<file path="src/rtl/imem_loader.sv">
// imem_loader: boot-time loader that turns a length-prefixed, XOR-checksummed byte
// stream into sequential little-endian 32-bit instruction-memory writes.
module imem_loader #(
  parameter int ADDR_W = 8
) (
  input  logic              clk,
  input  logic              rst,
  input  logic              rx_valid,
  input  logic [7:0]        rx_data,
  output logic              rx_ready,
  input  logic              reload,
  output logic              mem_we,
  output logic [ADDR_W-1:0] mem_addr,
  output logic [31:0]       mem_wdata,
  output logic              cpu_rst,
  output logic              done,
  output logic              err
);

  typedef enum logic [2:0] {
    ST_LEN_LO = 3'd0,
    ST_LEN_HI = 3'd1,
    ST_DATA   = 3'd2,
    ST_CSUM   = 3'd3,
    ST_DONE   = 3'd4,
    ST_ERROR  = 3'd5
  } state_t;

  // One more bit than the address so a full-capacity word count is representable.
  localparam logic [16:0] CAPACITY = 17'd1 << ADDR_W;

  state_t      state_r;
  state_t      state_s;
  logic [15:0] len_r;
  logic [1:0]  byte_cnt_r;
  logic [23:0] hold_r;
  logic [16:0] word_idx_r;
  logic [7:0]  csum_r;

  logic        loading_s;
  logic        accept_s;
  logic        restart_s;
  logic        last_word_s;
  logic [15:0] len_full_s;

  // Handshake and shared decode used by both the FSM and the datapath.
  always_comb begin
    loading_s = 1'b0;
    case (state_r)
      ST_LEN_LO, ST_LEN_HI, ST_DATA, ST_CSUM: loading_s = 1'b1;
      default:                                loading_s = 1'b0;
    endcase
    rx_ready    = loading_s & ~rst;
    accept_s    = rx_valid & rx_ready;
    restart_s   = ~loading_s & reload;
    len_full_s  = {rx_data, len_r[7:0]};
    last_word_s = ((word_idx_r + 17'd1) == {1'b0, len_r});
  end

  // Status outputs decode straight from the state register.
  always_comb begin
    done    = 1'b0;
    err     = 1'b0;
    cpu_rst = 1'b1;
    case (state_r)
      ST_DONE: begin
        done    = 1'b1;
        cpu_rst = 1'b0;
      end
      ST_ERROR: err = 1'b1;
      default: begin
        done    = 1'b0;
        err     = 1'b0;
        cpu_rst = 1'b1;
      end
    endcase
  end

  // Next-state logic.
  always_comb begin
    state_s = state_r;
    case (state_r)
      ST_LEN_LO: begin
        if (accept_s) state_s = ST_LEN_HI;
        else          state_s = state_r;
      end
      ST_LEN_HI: begin
        if (!accept_s)                             state_s = state_r;
        else if ({1'b0, len_full_s} > CAPACITY)    state_s = ST_ERROR;
        else if (len_full_s == 16'd0)              state_s = ST_CSUM;
        else                                       state_s = ST_DATA;
      end
      ST_DATA: begin
        if (accept_s && (byte_cnt_r == 2'd3) && last_word_s) state_s = ST_CSUM;
        else                                                 state_s = state_r;
      end
      ST_CSUM: begin
        if (!accept_s)              state_s = state_r;
        else if (rx_data == csum_r) state_s = ST_DONE;
        else                        state_s = ST_ERROR;
      end
      ST_DONE, ST_ERROR: begin
        if (reload) state_s = ST_LEN_LO;
        else        state_s = state_r;
      end
      default: state_s = ST_LEN_LO;
    endcase
  end

  // State register.
  always_ff @(posedge clk) begin
    if (rst) state_r <= ST_LEN_LO;
    else     state_r <= state_s;
  end

  // Length capture, word assembly, checksum accumulation and memory write port.
  always_ff @(posedge clk) begin
    if (rst) begin
      len_r      <= 16'd0;
      byte_cnt_r <= 2'd0;
      hold_r     <= 24'd0;
      word_idx_r <= 17'd0;
      csum_r     <= 8'd0;
      mem_we     <= 1'b0;
      mem_addr   <= {ADDR_W{1'b0}};
      mem_wdata  <= 32'd0;
    end else begin
      mem_we <= 1'b0;
      if (restart_s) begin
        byte_cnt_r <= 2'd0;
        word_idx_r <= 17'd0;
        csum_r     <= 8'd0;
      end else if (accept_s) begin
        case (state_r)
          ST_LEN_LO: len_r[7:0]  <= rx_data;
          ST_LEN_HI: len_r[15:8] <= rx_data;
          ST_DATA: begin
            csum_r     <= csum_r ^ rx_data;
            byte_cnt_r <= byte_cnt_r + 2'd1;
            // Earlier bytes sit in the low positions; the 4th byte completes [31:24].
            if (byte_cnt_r == 2'd3) begin
              mem_we     <= 1'b1;
              mem_addr   <= word_idx_r[ADDR_W-1:0];
              mem_wdata  <= {rx_data, hold_r};
              word_idx_r <= word_idx_r + 17'd1;
            end else begin
              hold_r <= {rx_data, hold_r[23:8]};
            end
          end
          default: begin
            len_r <= len_r;
          end
        endcase
      end else begin
        len_r <= len_r;
      end
    end
  end

endmodule
</file>
<file path="config.mk">
export PLATFORM = sky130hd
export DESIGN_NAME = imem_loader
export DESIGN_NICKNAME = d
export VERILOG_FILES = /design/src/rtl/imem_loader.sv
export SDC_FILE = /design/constraint.sdc
export NUM_CORES = 1
export LEC_CHECK = 0
export CELL_PAD_IN_SITES_DETAIL_PLACEMENT = 2
export CELL_PAD_IN_SITES_GLOBAL_PLACEMENT = 2
export CORE_ASPECT_RATIO = 1.2
export CORE_MARGIN = 3
export CORE_UTILIZATION = 28
export DETAILED_ROUTE_END_ITERATION = 12
export PLACE_DENSITY_LB_ADDON = 0.1
export SLEW_MARGIN = 20
export SYNTH_ARGS = -nofsm -noshare
export SYNTH_HDL_FRONTEND = slang
export SYNTH_SLANG_ARGS = --single-unit
</file>
<file path="constraint.sdc">
create_clock -name clk -period 2.3 [get_ports clk]
set_input_delay 0.46 -clock clk [delete_from_list [all_inputs] [get_ports clk]]
set_output_delay 0.46 -clock clk [all_outputs]
set_load 0.01 [all_outputs]
</file>
* Word level (Yosys, flattened, before mapping) *
Cells that the tools add are included.

word-level totals
  flip-flop bits (word level) = 111
  logic and storage cells = 65

cells by class
  $add $sub $neg = 2
  magnitude comparators = 1
  eq/ne operators = 13
  muxes and demuxes = 14
  bitwise operators = 10
  reduce and logical (&&, ||, !) cells = 15

operators with widths
  operator                                                                           count
  3-bit two-way mux                                                                  6
  17-bit by 1-bit adder with 17-bit output (second input constant)                   1
  17-bit by 16-bit equality test with 1-bit output                                   1
  16-bit by 9-bit greater-than comparator with 1-bit output (second input constant)  1
  16-bit logical NOT                                                                 1
  3-bit one-hot mux with 5 select lines                                              1
  2-bit != test (second input constant)                                              5
  3-bit AND reduction                                                                3
  8-bit equality test                                                                1
  4-bit AND reduction                                                                2
  4-bit OR reduction                                                                 2
  8-bit bitwise XOR                                                                  1
  1-bit two-way mux                                                                  7
  3-bit by 2-bit equality test with 1-bit output (second input constant)             2
  3-bit equality test (second input constant)                                        2
  1-bit inverter                                                                     6
  5-bit AND reduction                                                                1
  2-bit OR reduction                                                                 2
  1-bit bitwise AND                                                                  3
  3-bit by 1-bit equality test with 1-bit output (second input constant)             1
  3-bit logical NOT                                                                  1
  2-bit by 1-bit adder with 2-bit output (second input constant)                     1
  2-bit equality test (second input constant)                                        1
  1-bit logical AND                                                                  2
  2-bit AND reduction                                                                1

* Logic depth before layout (Yosys ltp) *
Gate-level depths: netlist (run 1).

  word-level depth = 9
  gate-level depth with buffers = 9

* Worst setup path after synthesis (run 1) *
Ideal clock, no wire load.

  path type = reg2reg
  start = register word_idx_r[1]
  end = register state_r[0]
  arrival time = 1.808 ns
  path slack = 0.369 ns
  cell stages (with the launch flop) = 8
  period minus slack after synthesis = 1.931 ns
  cell sequence = dfxtp_1 > ha_1 > nand3_1 > or4_1 > o21ai_0 > nor4_1 > a41oi_1 > o21ai_1

on the way
  longest elaborated chain between the ends = 5

RTL lines
  item                                              line  RTL
  from (decl)                                       37    logic [16:0] word_idx_r;
  from (signal assigned)                            145   word_idx_r <= word_idx_r + 17'd1;
  17-bit by 1-bit adder with 17-bit output          57    last_word_s = ((word_idx_r + 17'd1) == {1'b0, len_r});
  17-bit by 16-bit equality test with 1-bit output  57
  1-bit logical AND                                 94    if (accept_s && (byte_cnt_r == 2'd3) && last_word_s) state_s = ST_CSUM;
  2-bit != test (no line)                           -
  5-bit AND reduction (no line)                     -
  to (signal assigned)                              113   else state_r <= state_s;
  to (decl)                                         32    state_t state_r;

Every way passes these cells.
A chain may end at the register's enable or synchronous reset.

* Final worst setup path (run 1) *
  start = register state_r[1]
  end = output cpu_rst

on the way
  longest elaborated chain between the ends = 2

RTL lines
  item                 line  RTL
  3-bit equality test  65    case (state_r)
  1-bit two-way mux    65
  to (decl)            15    output logic cpu_rst,

Every way passes these cells.

==> reports/qor.json, run 1 <==
{
  "worst_setup_path": {
    "critical_path_end_type": "primary output",
    "cp-start-kind": "flip-flop",
    "required_ns": 1.84,
    "critPathArrivalTime_ns": 1.73,
    "timing.reg2reg.worst_path_depth": 8,
    "worst-path-max-fanout": 9,
    "timing_worst_setup_path_type": "flip-flop to primary output"
  },
  "clocking": {
    "tritoncts": "done",
    "postCtsSetupBuffers": 0,
    "clkLatencyLatePin_ns": 0.36,
    "clkSlewWorstSetupHoldPaths_ns": 0.07,
    "cts.root.buffer_cell": "sky130_fd_sc_hd__clkbuf_16",
    "clock_path_buffers": 2,
    "cts_htree_levels": 3,
    "cts_repair_resize_count": 0,
    "number_of_cts_inserted_buffers": 9,
    "cts.hold.buffers_added": 0,
    "tritoncts_num_sinks": 111
  },
  "timing": {
    "clock-skew-final_ns": 0.00962,
    "finalMaxSlewViolations": 0,
    "rsz0062_at_grt": "false",
    "timing.setup.tns_ns": 0,
    "setup_viol": 0,
    "hold_viol": 0,
    "final.min_clock_period_ns": 2.19,
    "max-slew-margin-rel_pct": 58.1,
    "fmax_mhz": 457,
    "min_period_over_period_pct": 95.1,
    "worst_slew_pin_slew_ns": 0.628
  },
  "route": {
    "wire_per_inst_um": 17.2,
    "drcViolationCount": 0,
    "num_vias": 4189,
    "route.final.wire_length_um": 15100,
    "post_detailed_route_count_of_antenna_violating_nets": 0,
    "count_of_tritonroute_iterations_in_the_first_routing_pass": 4,
    "drt_iter0_markers": 187,
    "routed_via_density": 4.79
  },
  "global_routing": {
    "grt_first_pass_wirelength_um": 24800,
    "first_global_vias": 4534,
    "grt_usage_pct": 16.6,
    "grt_overflow_total": 0,
    "number_of_antenna_violations_at_the_first_check_in_global_routing": 0,
    "grt_max_degree": 62
  },
  "place": {
    "number_of_instances_in_the_placed_design": 860,
    "post-dp-hpwl_um": 10900,
    "detailed_place.area_um2": 5810,
    "placement.io_buffers": 56,
    "gp_congestion": 0.753
  },
  "synth": {
    "synth_seq_cells": 111,
    "synth_async_sr_flop_share_pct": 0,
    "ys_types": 49,
    "synth-warning-count": 0,
    "ys_seq_area_share_pct": 46.2,
    "yosys.cell_count.top_type": "sky130_fd_sc_hd__nand2_1",
    "number_of_enable_flip_flop_cells_after_synthesis": 0,
    "synth_area_per_cell_um2": 8.10,
    "yosys.area.top_type_share_pct": 46.2,
    "mappedNetlistArea_um2": 4810,
    "dominant_synthesized_flop_cell": "sky130_fd_sc_hd__dfxtp_1",
    "synth.cells.most_frequent": "sky130_fd_sc_hd__nand2_1 (160), sky130_fd_sc_hd__dfxtp_1 (111), sky130_fd_sc_hd__a21oi_1 (67), sky130_fd_sc_hd__nor2_1 (58), sky130_fd_sc_hd__xnor2_1 (30)",
    "synth_area_leader_cell": "sky130_fd_sc_hd__dfxtp_1",
    "synth_nets": 609,
    "synth_cells": 594,
    "netlist_top_cells_area": "sky130_fd_sc_hd__dfxtp_1 (46%), sky130_fd_sc_hd__nand2_1 (12%), sky130_fd_sc_hd__a21oi_1 (7.0%), sky130_fd_sc_hd__xnor2_1 (5.5%), sky130_fd_sc_hd__xor2_1 (4.6%)"
  },
  "cells_and_area": {
    "num-nets-final": 674,
    "final_layout_size_suffix_gt1_share_pct": 11.2,
    "area_growth_pct": 28.7,
    "final_core_util_pct": 37.5,
    "diodes": 0,
    "design_area_um2": 6190,
    "layoutNonFillerInstCount": 875,
    "nFillCells": 1846
  },
  "pwr": {
    "power_per_cell_area_nw_per_um2": 662,
    "power.total_uw": 4100,
    "p_leak_uw": 0.00227,
    "worst_ir_drop_vdd_mv": 0.285
  },
  "floorplan": {
    "die-width_um": 126,
    "core.rowCount": 51,
    "start_util_pct": 29.1,
    "die_area_um2": 18800,
    "core_area_um2": 16500,
    "chipHeight_um": 150,
    "top_level_ports": 57
  },
  "min_path": {
    "min_delay_path_class": "flip-flop to flip-flop",
    "timing.hold.worst_path_depth": 2
  },
  "outcome": {
    "outcome": "finished, final reports clean"
  },
  "flow_run": {
    "max_capacitance_violation_count": 0
  }
}
==> cells by family after synthesis <==
logic type	share of synthesized area, %
flops	46.2
buf+inv	4.58
mux	3.95
fa+ha+maj	0.780
compound gates	10.0
xor+xnor	10.0
simple gates	24.4
==> worst max-delay path, stage by stage (launching register included) <==
cell and delay, ns:
sky130_fd_sc_hd__dfxtp_1 0.54, sky130_fd_sc_hd__nor2_1 0.12, sky130_fd_sc_hd__nand2_1 0.15, sky130_fd_sc_hd__clkdlybuf4s50_1 0.55
==> report_power, final <==
part / switching [uW] / internal [uW] / total, uW / leakage (uW)
clock network: 773 / 1180 / 1950 / 0.000178
registers: 18.6 / 1930 / 1950 / 0.000896
logic: 112 / 85.7 / 197 / 0.00120
==> per-stage QoR <==
| stage | setup slack [ns] | hold WS (ns) |
|---|---|---|
| floorplan | 0.369 | 0.432 |
| global placement | -0.0193 | 0.444 |
| detailed placement | -0.0670 | 0.450 |
| CTS | 0.0395 | 0.460 |
| global route | 0.0135 | 0.482 |
| finish | 0.112 | 0.457 |
==> layout make-up <==
| class | count | area, um^2 | share of cell area, % |
|---|---|---|---|
| multi-input combinational | 432 | 2380 | 38.5 |
| sequential | 111 | 2220 | 35.9 |
| timing repair buffer | 100 | 936 | 15.1 |
| tap | 212 | 265 | 4.28 |
| clock buffer | 9 | 225 | 3.64 |
| clock inverter | 6 | 140 | 2.26 |
| inverter | 5 | 18.8 | 0.303 |
==> path summary, 6_finish.rpt <==
kind	from	slack (ns)	end
max reg2reg	word_idx_r[2]	0.17	state_r[0]
min reg2reg	mem_wdata[14]	0.46	mem_wdata[14]
min	mem_wdata[14]	0.46	mem_wdata[14]
max	state_r[1]	0.11	cpu_rst
==> layout by cell type (no fill, tap or decap), types with 2 or more instances in the layout <==
master,Yosys,layout
sky130_fd_sc_hd__clkbuf_16,0,9
sky130_fd_sc_hd__xnor2_1,30,30
sky130_fd_sc_hd__nor4_1,7,6
sky130_fd_sc_hd__o21ai_0,6,6
sky130_fd_sc_hd__inv_1,4,4
sky130_fd_sc_hd__xor2_1,25,25
sky130_fd_sc_hd__nor2b_1,2,2
sky130_fd_sc_hd__nand2_1,160,159
sky130_fd_sc_hd__buf_12,0,4
sky130_fd_sc_hd__bufinv_16,0,4
sky130_fd_sc_hd__or3_1,2,2
sky130_fd_sc_hd__a32o_1,2,2
sky130_fd_sc_hd__and3_1,2,2
sky130_fd_sc_hd__buf_4,3,40
sky130_fd_sc_hd__nor2_1,58,58
sky130_fd_sc_hd__nand4_1,5,5
sky130_fd_sc_hd__dfxtp_2,0,2
sky130_fd_sc_hd__nor3b_1,2,2
sky130_fd_sc_hd__ha_1,3,3
sky130_fd_sc_hd__dfxtp_1,111,109
sky130_fd_sc_hd__a21oi_1,67,67
sky130_fd_sc_hd__nor3_1,7,7
sky130_fd_sc_hd__clkdlybuf4s50_1,0,55
sky130_fd_sc_hd__nand3_1,9,9
sky130_fd_sc_hd__mux2i_1,19,19
==> registers in the layout, summed over array words and instances, names as in the netlist <==
| register | flops |
|---|---|
| csum_r | 8 |
| mem_we | 1 |
| word_idx_r | 17 |
| mem_addr | 8 |
| mem_wdata | 32 |
| state_r | 3 |
| len_r | 16 |
| hold_r | 24 |
| byte_cnt_r | 2 |
==> metal layers <==
layer	wire length, um	vias to the layer above	part of all wire, %	GRT usage (%)
li1	-	2069	-	-
met1	6720	2050	45	20.6
met2	7710	53	51	29.4
met3	327	17	2.2	2.21
met4	292	0	1.9	6.24
met5	0	-	0	0
(Power assumes the default switching activity.)
==> inputs of run 2 (changes only) <==
Settings changed: CORE_MARGIN 3 to 1.5.
==> reports/qor.json, run 2 (synthesis results as in run 1) <==
{
  "worst_setup_path": {
    "cp-start-kind": "flip-flop",
    "critPathArrivalTime": {"value": 1.74, "unit": "ns", "change": "about the same"},
    "timing_worst_setup_path_type": "flip-flop to primary output",
    "worst-path-max-fanout": {"value": 11, "change": "+2"},
    "critical_path_end_type": "primary output",
    "required": {"value": 1.84, "unit": "ns", "change": "about the same"}
  },
  "clocking": {
    "number_of_cts_inserted_buffers": {"value": 9, "change": "unchanged"},
    "tritoncts_num_sinks": {"value": 111, "change": "unchanged"},
    "clock_path_buffers": {"value": 2, "change": "unchanged"},
    "tritoncts": "done",
    "clkLatencyLatePin": {"value": 0.35, "unit": "ns", "change": "about the same"},
    "cts.root.buffer_cell": "sky130_fd_sc_hd__clkbuf_16",
    "clkSlewWorstSetupHoldPaths": {"value": 0.08, "unit": "ns", "change": "about the same"},
    "cts_htree_levels": {"value": 3, "change": "unchanged"},
    "cts.hold.buffers_added": {"value": 0, "change": "unchanged"}
  },
  "timing": {
    "min_period_over_period": {"value": 95.8, "unit": "%", "change": "+0.67 points"},
    "fmax": {"value": 454, "unit": "MHz", "change": "-0.70%"},
    "finalMaxSlewViolations": {"value": 0, "change": "unchanged"},
    "rsz0062_at_grt": "false",
    "hold_viol": {"value": 0, "change": "unchanged"},
    "max-slew-margin-rel": {"value": 48.7, "unit": "%", "change": "-9.4 points"},
    "fin_worst_hold_slack": {"value": 0.457, "unit": "ns", "change": "-0.000441 ns"},
    "worst_slew_pin_slew": {"value": 0.769, "unit": "ns", "change": "+0.141 ns"},
    "clock-skew-final": {"value": 0.00740, "unit": "ns", "change": "-0.00222 ns"},
    "setup_slack": {"value": 0.0969, "unit": "ns", "change": "-0.0154 ns"},
    "final.min_clock_period": {"value": 2.20, "unit": "ns", "change": "+0.0154 ns"},
    "setup_viol": {"value": 0, "change": "unchanged"},
    "timing.setup.tns": {"value": 0, "unit": "ns", "change": "unchanged"}
  },
  "global_routing": {
    "first_global_vias": {"value": 4547, "change": "+0.29%"},
    "grt_usage": {"value": 17.6, "unit": "%", "change": "+0.98 points"},
    "grt_first_pass_wirelength": {"value": 24500, "unit": "um", "change": "-1.3%"},
    "grt_max_degree": {"value": 73, "change": "+18%"},
    "grt_overflow_total": {"value": 0, "change": "unchanged"},
    "number_of_antenna_violations_at_the_first_check_in_global_routing": {"value": 0, "change": "unchanged"}
  },
  "cells_and_area": {
    "largest_register_ff_count": {"value": 32, "change": "unchanged"},
    "layout_commonest_cell": "sky130_fd_sc_hd__nand2_1",
    "top_register": "mem_wdata",
    "diodes": {"value": 0, "change": "unchanged"},
    "area_growth_pct": 26.8,
    "final_layout_size_suffix_gt1_share": {"value": 11.5, "unit": "%", "change": "+0.30 points"},
    "leading_registers_by_flop_count": "mem_wdata (32), hold_r (24), word_idx_r (17)",
    "ff_latch_area": {"value": 2230, "unit": "um^2", "change": "+0.28%"},
    "design_area": {"value": 6100, "unit": "um^2", "change": "-1.5%"},
    "final_core_util": {"value": 36.2, "unit": "%", "change": "-1.3 points"},
    "layout_common_cells": "sky130_fd_sc_hd__nand2_1 (160), sky130_fd_sc_hd__dfxtp_1 (106), sky130_fd_sc_hd__a21oi_1 (67), sky130_fd_sc_hd__nor2_1 (58), sky130_fd_sc_hd__clkdlybuf4s50_1 (55)",
    "multi_input_comb_area": {"value": 2390, "unit": "um^2", "change": "+0.21%"},
    "num-nets-final": {"value": 673, "change": "-0.15%"},
    "nFillCells": {"value": 1940, "change": "+5.1%"}
  },
  "place": {
    "placement.io_buffers": {"value": 56, "change": "unchanged"},
    "detailed_place.area": {"value": 5760, "unit": "um^2", "change": "-0.86%"},
    "pre_cts_ws": {"value": 0.0352, "unit": "ns", "change": "+0.102 ns"},
    "post-dp-hpwl": {"value": 10900, "unit": "um", "change": "about the same"},
    "gp_congestion": {"value": 0.749, "change": "-0.57%"}
  },
  "floorplan": {
    "start_util": {"value": 28.5, "unit": "%", "change": "-0.56 points"},
    "top_level_ports": {"value": 57, "change": "unchanged"},
    "die_area": {"value": 18000, "unit": "um^2", "change": "-4.3%"},
    "core_area": {"value": 16900, "unit": "um^2", "change": "+2.0%"},
    "chipHeight": {"value": 147, "unit": "um", "change": "-2.0%"},
    "die-width": {"value": 123, "unit": "um", "change": "-2.4%"},
    "core.rowCount": {"value": 52, "change": "+2.0%"}
  },
  "pwr": {
    "power_per_cell_area": {"value": 620, "unit": "nW/um^2", "change": "-6.5%"},
    "p_leak": {"value": 0.00221, "unit": "uW", "change": "-2.6%"},
    "worst_ir_drop_vdd": {"value": 0.325, "unit": "mV", "change": "+14%"}
  },
  "route": {
    "drcViolationCount": {"value": 0, "change": "unchanged"},
    "post_detailed_route_count_of_antenna_violating_nets": {"value": 0, "change": "unchanged"},
    "count_of_tritonroute_iterations_in_the_first_routing_pass": {"value": 4, "change": "unchanged"},
    "wire_per_inst": {"value": 17.1, "unit": "um", "change": "-0.63%"},
    "routed_via_density": {"value": 4.80, "change": "+0.31%"},
    "drt_iter0_markers": {"value": 128, "change": "-32%"},
    "num_vias": {"value": 4221, "change": "+0.76%"},
    "route.final.wire_length": {"value": 15000, "unit": "um", "change": "-0.18%"}
  },
  "min_path": {
    "min_delay_path_class": "flip-flop to flip-flop"
  },
  "flow_run": {
    "max_capacitance_violation_count": {"value": 0, "change": "unchanged"}
  },
  "outcome": {
    "outcome": "finished, final reports clean"
  }
}
[run 2: metrics by stage]
step           instances  power [uW]
2_1_floorplan        594        2100
3_3_place_gp         862        2200
3_5_place_dp         862        2200
4_1_cts              878        3850
5_1_grt              879        3940
6_report             879        3780
[run 2: path summary, 6_finish.rpt]
path,from,end,slack (ns),cells past startpoint
worst max-delay path,state_r[2],err,0.1,2
worst min-delay path,mem_wdata[8],mem_wdata[8],0.46,2
worst max register to register,word_idx_r[12],state_r[0],0.20,7
worst min register to register,mem_wdata[8],mem_wdata[8],0.46,2
[run 2: repair_timing]
action | CTS | global route
setup buffers | 0 | 1
setup endpoints to repair | 0 | 1
gates resized for setup | 0 | 9
[run 2: per-layer routing]
| metal | share of wire, % | track usage, % | routed length, um | up-vias |
|---|---|---|---|---|
| li1 | - | - | - | 2063 |
| met1 | 43 | 21.4 | 6480 | 2099 |
| met2 | 53 | 31.5 | 8000 | 45 |
| met3 | 2.0 | 2.11 | 298 | 14 |
| met4 | 1.6 | 6.22 | 237 | 0 |
| met5 | 0 | 0 | 0 | - |
[run 2: critical path, cell delays in order, from the launching register on]
cell	delay, ns
sky130_fd_sc_hd__dfxtp_1	0.58
sky130_fd_sc_hd__and3b_1	0.26
sky130_fd_sc_hd__clkdlybuf4s50_1	0.55
[run 2: power by group]
part / internal (uW) / leakage [uW] / switching (uW) / total, uW
Sequential: 1930 / 0.000898 / 17.4 / 1950
Combinational: 85.7 / 0.00117 / 117 / 202
Clock: 882 / 0.000143 / 748 / 1630
Total: 2900 / 0.00221 / 882 / 3780
[run 2: cell type report]
class / count / area share [%]
Clock buffer: 12 / 4.04
Multi-Input combinational cell: 432 / 39.2
Sequential cell: 111 / 36.6
Clock inverter: 4 / 0.902
Tap cell: 216 / 4.43
Timing Repair Buffer: 99 / 14.6
Inverter: 5 / 0.308
